$ cat src/rtl/mem_arb_pkg.sv
// Shared encodings for the memory port arbiter.
//   arb_state_t : arbiter FSM states (IDLE/REQ/WAIT)
//   owner_t     : which requester owns the in-flight transaction
package mem_arb_pkg;

    typedef enum logic [1:0] {
        IDLE = 2'd0,
        REQ  = 2'd1,
        WAIT = 2'd2
    } arb_state_t;

    typedef enum logic {
        OWN_IF = 1'b0,
        OWN_D  = 1'b1
    } owner_t;

endpackage

$ cat src/rtl/arb_pick2.sv
// Combinational two-way pick between fetch and data requesters.
//   req_if, req_d : eligible requests
//   last_owner    : owner of the most recently granted transaction
//   grant_d       : 1 = data wins, 0 = fetch wins (meaningful when valid)
//   valid         : at least one requester is eligible
module arb_pick2
    import mem_arb_pkg::*;
(
    input  logic   req_if,
    input  logic   req_d,
    input  owner_t last_owner,
    output logic   grant_d,
    output logic   valid
);

    assign valid = req_if | req_d;

    // On a tie the requester that did not go last wins.
    assign grant_d = req_d & (~req_if | (last_owner == OWN_IF));

endmodule

$ cat src/rtl/mem_port_arbiter.sv
// Shares one single-port memory between the fetch and data requesters.
// One transaction in flight; the winner's request is latched into registered
// memory-side outputs and its response comes back as a one-cycle valid pulse.
//   if_*        : fetch requester (read only)
//   d_*         : data requester (loads and stores)
//   mem_*       : memory request/response channel
//   proto_err_o : sticky, set by a memory response outside WAIT
module mem_port_arbiter
    import mem_arb_pkg::*;
#(
    parameter int unsigned ADDR_W = 32,
    parameter int unsigned DATA_W = 32
) (
    input  logic                  clk_i,
    input  logic                  rst_i,

    input  logic                  if_req_i,
    input  logic [ADDR_W-1:0]     if_addr_i,
    output logic [DATA_W-1:0]     if_rdata_o,
    output logic                  if_valid_o,
    output logic                  if_stall_o,

    input  logic                  d_req_i,
    input  logic                  d_we_i,
    input  logic [ADDR_W-1:0]     d_addr_i,
    input  logic [DATA_W-1:0]     d_wdata_i,
    input  logic [DATA_W/8-1:0]   d_be_i,
    output logic [DATA_W-1:0]     d_rdata_o,
    output logic                  d_valid_o,
    output logic                  d_stall_o,

    output logic                  mem_req_o,
    output logic                  mem_we_o,
    output logic [ADDR_W-1:0]     mem_addr_o,
    output logic [DATA_W-1:0]     mem_wdata_o,
    output logic [DATA_W/8-1:0]   mem_be_o,
    input  logic                  mem_gnt_i,
    input  logic                  mem_rvalid_i,
    input  logic [DATA_W-1:0]     mem_rdata_i,

    output logic                  proto_err_o
);

    arb_state_t state;
    owner_t     owner;
    owner_t     last_owner;
    logic       pick_valid;
    logic       pick_d;
    logic       elig_if;
    logic       elig_d;

    // A requester whose response is being delivered this cycle is not eligible.
    assign elig_if    = if_req_i & ~if_valid_o;
    assign elig_d     = d_req_i  & ~d_valid_o;
    assign if_stall_o = elig_if;
    assign d_stall_o  = elig_d;

    arb_pick2 u_pick (
        .req_if     (elig_if),
        .req_d      (elig_d),
        .last_owner (last_owner),
        .grant_d    (pick_d),
        .valid      (pick_valid)
    );

    // Arbiter FSM with registered memory-side and response outputs.
    always_ff @(posedge clk_i or posedge rst_i) begin
        if (rst_i) begin
            state       <= IDLE;
            owner       <= OWN_IF;
            last_owner  <= OWN_IF;
            mem_req_o   <= 1'b0;
            mem_we_o    <= 1'b0;
            mem_addr_o  <= '0;
            mem_wdata_o <= '0;
            mem_be_o    <= '0;
            if_rdata_o  <= '0;
            if_valid_o  <= 1'b0;
            d_rdata_o   <= '0;
            d_valid_o   <= 1'b0;
            proto_err_o <= 1'b0;
        end else begin
            if_valid_o <= 1'b0;
            d_valid_o  <= 1'b0;
            case (state)
                IDLE: begin
                    if (mem_rvalid_i) begin
                        proto_err_o <= 1'b1;
                    end
                    if (pick_valid) begin
                        state     <= REQ;
                        mem_req_o <= 1'b1;
                        if (pick_d) begin
                            owner       <= OWN_D;
                            mem_we_o    <= d_we_i;
                            mem_addr_o  <= d_addr_i;
                            mem_wdata_o <= d_wdata_i;
                            mem_be_o    <= d_be_i;
                        end else begin
                            owner       <= OWN_IF;
                            mem_we_o    <= 1'b0;
                            mem_addr_o  <= if_addr_i;
                            mem_wdata_o <= '0;
                            mem_be_o    <= '1;
                        end
                    end
                end
                REQ: begin
                    // A response in the grant cycle is still too early.
                    if (mem_rvalid_i) begin
                        proto_err_o <= 1'b1;
                    end
                    if (mem_gnt_i) begin
                        state      <= WAIT;
                        mem_req_o  <= 1'b0;
                        last_owner <= owner;
                    end
                end
                WAIT: begin
                    if (mem_rvalid_i) begin
                        state <= IDLE;
                        if (owner == OWN_D) begin
                            d_valid_o <= 1'b1;
                            if (!mem_we_o) begin
                                d_rdata_o <= mem_rdata_i;
                            end
                        end else begin
                            if_valid_o <= 1'b1;
                            if_rdata_o <= mem_rdata_i;
                        end
                    end
                end
                default: begin
                    state     <= IDLE;
                    mem_req_o <= 1'b0;
                end
            endcase
        end
    end

endmodule

$ cat config.mk
export PLATFORM = sky130hd
export DESIGN_NAME = mem_port_arbiter
export DESIGN_NICKNAME = d
export VERILOG_FILES = /design/src/rtl/mem_arb_pkg.sv /design/src/rtl/arb_pick2.sv /design/src/rtl/mem_port_arbiter.sv
export SDC_FILE = /design/constraint.sdc
export NUM_CORES = 1
export LEC_CHECK = 0
export CORE_MARGIN = 10
export CORE_UTILIZATION = 41
export CTS_CLUSTER_DIAMETER = 40
export DETAILED_ROUTE_END_ITERATION = 10
export PLACE_DENSITY = 0.91
export SYNTH_ARGS = -nofsm -noshare
export SYNTH_HDL_FRONTEND = slang
export SYNTH_HIERARCHICAL = 1
export SYNTH_SLANG_ARGS = --single-unit
$ cat constraint.sdc
create_clock -name clk_i -period 5.9 [get_ports clk_i]
set_input_delay 0.59 -clock clk_i [delete_from_list [all_inputs] [get_ports clk_i]]
set_output_delay 0.59 -clock clk_i [all_outputs]
set_load 0.01 [all_outputs]
; Yosys cells after proc, flatten, opt, wreduce, memory -nomap -nowiden
; Cells that the tools add are included.
[word_totals]
reg_bits = 141
inputBits = 139
[classes]
eq_ne = 5
muxes = 18
n_bitwise = 12
reduce_logical = 9
[op_table]
columns = op, n
row1 = 2-to-1 mux 32 bit, 2
row2 = 2-to-1 mux 1 bit, 10
row3 = AND reduction 3 bit, 3
row4 = inverter 1 bit, 7
row5 = 2-to-1 mux 2 bit, 3
row6 = inequality test 2 bit (second input constant), 3
row7 = one-hot mux 2 bit (3 select lines), 1
row8 = AND reduction 2 bit, 3
row9 = 2-to-1 mux 4 bit, 1
row10 = AND reduction 4 bit, 1
row11 = bitwise AND 1 bit, 3
row12 = one-hot mux 1 bit (3 select lines), 1
row13 = equality test 2 x 1 -> 1 bit (second input constant), 1
row14 = equality test 2 bit (second input constant), 1
row15 = logical NOT 2 bit, 1
row16 = bitwise OR 1 bit, 2
row17 = OR reduction 2 bit, 1

; Longest topological paths before layout
[logic_depth]
depth_word = 6
mapped_depth = 8
depth_no_buf = 5

; Hierarchy
; The synthesis kept the hierarchy.
[by_module_without_submodules]
columns = mod, instances, cells_each, area_each_um2, seq_area_each_um2
row1 = mem_port_arbiter, 1, 465, 5649.2, 3528.4
row2 = arb_pick2, 1, 2, 13.8, 0.0

; Worst setup path before layout
; OpenSTA, ideal clock, no wires.
[synth_timing]
path_type = input port to flip-flop
start = in d_req_i
end = reg mem_addr_o[2]
t_arrival_ns = 1.917
t_required_ns = 5.765
slack_ns = 3.848
stages = 6
path_buffers = 2
cell_sequence = nor2b_1 -> a21boi_1 -> buf_2 -> clkbuf_1 -> mux2i_1 -> o21ai_0
[synth_between]
elab_chain_len = 3
[synth_rtl]
columns = element, line_no
row1 = "start, declared", mem_port_arbiter.sv:23  ; input logic d_req_i,
row2 = bitwise AND 1 bit, mem_port_arbiter.sv:54  ; assign elig_d = d_req_i & ~d_valid_o;
row3 = bitwise AND 1 bit, arb_pick2.sv:19  ; assign grant_d = req_d & (~req_if | (last_owner == OWN_IF));
row4 = net pick_d, mem_port_arbiter.sv:48  ; logic pick_d;
row5 = 2-to-1 mux 32 bit, mem_port_arbiter.sv:93  ; if (pick_d) begin
row6 = "end signal, assigned", mem_port_arbiter.sv:96  ; mem_addr_o <= d_addr_i;
row7 = "end signal, assigned", mem_port_arbiter.sv:102  ; mem_addr_o <= if_addr_i;
row8 = "end, declared", mem_port_arbiter.sv:34  ; output logic [ADDR_W-1:0] mem_addr_o,
; The timed path passes the listed nets, and every way through them passes these cells.
; A chain may end at the register's enable or synchronous reset.

; Final worst setup path
[layout_timing]
start = in if_req_i
end = out if_stall_o
[layout_between]
elab_chain_len = 1
[layout_rtl]
columns = element, line_no
row1 = "start, declared", mem_port_arbiter.sv:17  ; input logic if_req_i,
row2 = bitwise AND 1 bit, mem_port_arbiter.sv:53  ; assign elig_if = if_req_i & ~if_valid_o;
row3 = "end, declared", mem_port_arbiter.sv:21  ; output logic if_stall_o,
; Every way passes these cells.

==> impl_metrics.csv <==
group,metric,value,unit
clocking,cts-root-buf,"clkbuf_16",
pwr,leakage,4.11,nW
logic_synthesis,synth_top_area_cell,"dfrtp_1",
timing,fmax,392,MHz
die,num_io_pins,278,
final_layout,final_util,68.7,%
die,core,0.0134,sq mm
timing,post-route-min-period,2550,ps
timing,setup_viol,0,
logic_synthesis,synth_most_common_cell,"dfrtp_1",
clocking,clockBufferDepth,2,
final_layout,antenna-diode-count,0,
logic_synthesis,synth_area_per_cell,12.1,sq um
die,row_count,42,
pwr,power.density,535,mW/mm^2
logic_synthesis,netlist_top_cells_count,"141 x dfrtp_1, 102 x nand2_1, 63 x mux2_2, 34 x nand3_1, 33 x o21ai_0",
logic_synthesis,synth-seq-cells,141,
drt,first_pass_iters,4,
worst_setup_path,rr_worst_depth,5,
final_layout,finish.instance_area,0.00921,sq mm
hold_path,min_path_type,"flop to flop",
timing,fin_crit_sh,43.2,%
die,dieArea,0.0189,sq mm
drt,routed_wirelength,17800,um
clocking,cts_tree,"done",
final_layout,areaGrowthSynthToFinish,62.5,%
clocking,htree_levels,4,
global_route,grt_pass1_wl,26900,um
timing,setup_tns,0,ps
timing,rsz0062_at_grt,"no",
die,initial_core_util,42.3,%
drt,drt_iter0_drc,245,
placement,placement.cell_area,0.00855,sq mm
clocking,post_cts_buffers,0,
placement,port_buffers,277,
worst_setup_path,cp-start-kind,"input port",
worst_setup_path,cp.arrival,1960,ps
hold_path,holdPathStages,2,
logic_synthesis,yosysSeqAreaShare,62.3,%
clocking,clk_pin_slew_worst_paths,50,ps
clocking,clock-sinks,141,
global_route,grt_max_degree,99,
placement,place_congestion,0.858,
global_route,grt_pass1_vias,4991,
logic_synthesis,ys_top_cells_by_area,"dfrtp_1 62%, mux2_2 13%, nand2_1 6.8%, mux2i_1 5.7%, nand3_1 3.0%",
logic_synthesis,async_flop_share,100,%
drt,drcViolationCount,0,
pwr,totalPowerFinal,4.92,mW
worst_setup_path,end_kind,"primary output",
timing,finalHoldViolCount,0,
die,die-width,138,um
placement,dp_hpwl,13800,um
global_route,grt.total_usage,18.4,%
outcome,status,"complete, no violations",
logic_synthesis,synth_ff_type,"dfrtp_1",
timing,slew_violations,0,
logic_synthesis,synth-edff-count,0,
final_layout,nNetsFinal,877,
drt,wl_per_cell,19.3,um
final_layout,drive_above_1_share,14.3,%
worst_setup_path,worst-path-max-fanout,3,
die,chipHeight,138,um
job,maxCapViolCount,0,
logic_synthesis,yosysTopAreaCellShare,62.3,%
worst_setup_path,crit_required,5310,ps
worst_setup_path,crit_type,"input port to primary output",
pwr,vdd_drop_max,0.000226,V
clocking,cts_made_buffers,17,
placement,pre_cts_slack,3090,ps
logic_synthesis,synth_nets,606,
global_route,antenna_found_initial,0,
logic_synthesis,synth_area,0.00566,sq mm
clocking,clk_latency,420,ps
drt,viasPerCell,4.93,
timing,tightest_slew,898,ps
clocking,cts_resized,0,
timing,finClkSkew,20.0,ps
logic_synthesis,synthCells,467,
timing,layout_setup_ws,3350,ps
logic_synthesis,synth_cell_type_count,27,
timing,slew_headroom,40.1,%
clocking,holdBufCountCts,0,
logic_synthesis,ys_warn_count,6,
drt,antenna_left,0,
global_route,grt_overflow,0,
drt,vias,4563,
sequential cells by signal, indices dropped and copies added, names as in the netlist:
register / cells
owner: 1
if_valid_o: 1
d_rdata_o: 32
last_owner: 1
state: 2
mem_be_o: 4
proto_err_o: 1
mem_req_o: 1
mem_we_o: 1
if_rdata_o: 32
mem_addr_o: 32
mem_wdata_o: 32
d_valid_o: 1
critical path, stage by stage:
cell	delay (ps)
clkdlybuf4s50_1	450
nor2b_1	280
clkdlybuf4s50_1	640
per-layer routing:
metal / global-route usage (%) / part of all wire, % / routed length [um]
met3: 7.68 / 12 / 2060
met5: 0 / 0 / 0
met1: 19.7 / 37 / 6560
met2: 31.3 / 49 / 8830
met4: 7.85 / 2.2 / 391
layout make-up:
class | count | area [sq um]
Inverter | 6 | 27.5
Fill cell | 913 | 4200
Sequential cell | 141 | 3530
Clock inverter | 10 | 185
Tap cell | 176 | 220
Timing Repair Buffer | 283 | 2820
Multi-Input combinational cell | 289 | 1960
Clock buffer | 20 | 467
per-stage QoR:
| step | std cells | hold WS (ps) |
|---|---|---|
| after floorplan | 467 | 480 |
| after global placement | 895 | 448 |
| after detailed placement | 895 | 455 |
| after CTS | 925 | 468 |
| after global routing | 925 | 485 |
| final | 925 | 462 |
final timing paths:
path,from,end,slack (ps)
max in group asynchronous,rst_i,mem_addr_o[28],3980
min in group asynchronous,rst_i,d_rdata_o[4],650
worst min-delay path,mem_wdata_o[27],mem_wdata_o[27],460
worst min register to register,mem_wdata_o[27],mem_wdata_o[27],460
worst max register to register,d_valid_o,mem_addr_o[2],3770
worst max-delay path,if_req_i,if_stall_o,3350
layout by cell type (no fill, tap or decap), drive strengths merged, types with 2 or more instances in the layout:
cell           instances
clkinv                 2
mux2                  65
bufinv                 5
o21ai                 33
mux2i                 32
a31oi                  4
nand3                 34
nor2b                  3
clkdlybuf4s50        277
buf                    6
nand2                102
nor2                   6
dfrtp                141
clkbuf                20
inv                    8
report_power, final:
group | internal, mW | switching (mW)
Sequential | 1.43 | 0.285
Clock | 0.780 | 0.388
Combinational | 1.15 | 0.899
Total | 3.35 | 1.57
kinds of logic after synthesis:
group	count (synthesis)	share of synthesized area [%]
buffers and inverters	37	3.49
DFF	141	62.3
and+or+nand+nor	150	11.6
muxes	97	18.6
AOI/OAI and AO/OA	42	3.98
(Power assumes the default switching activity.)
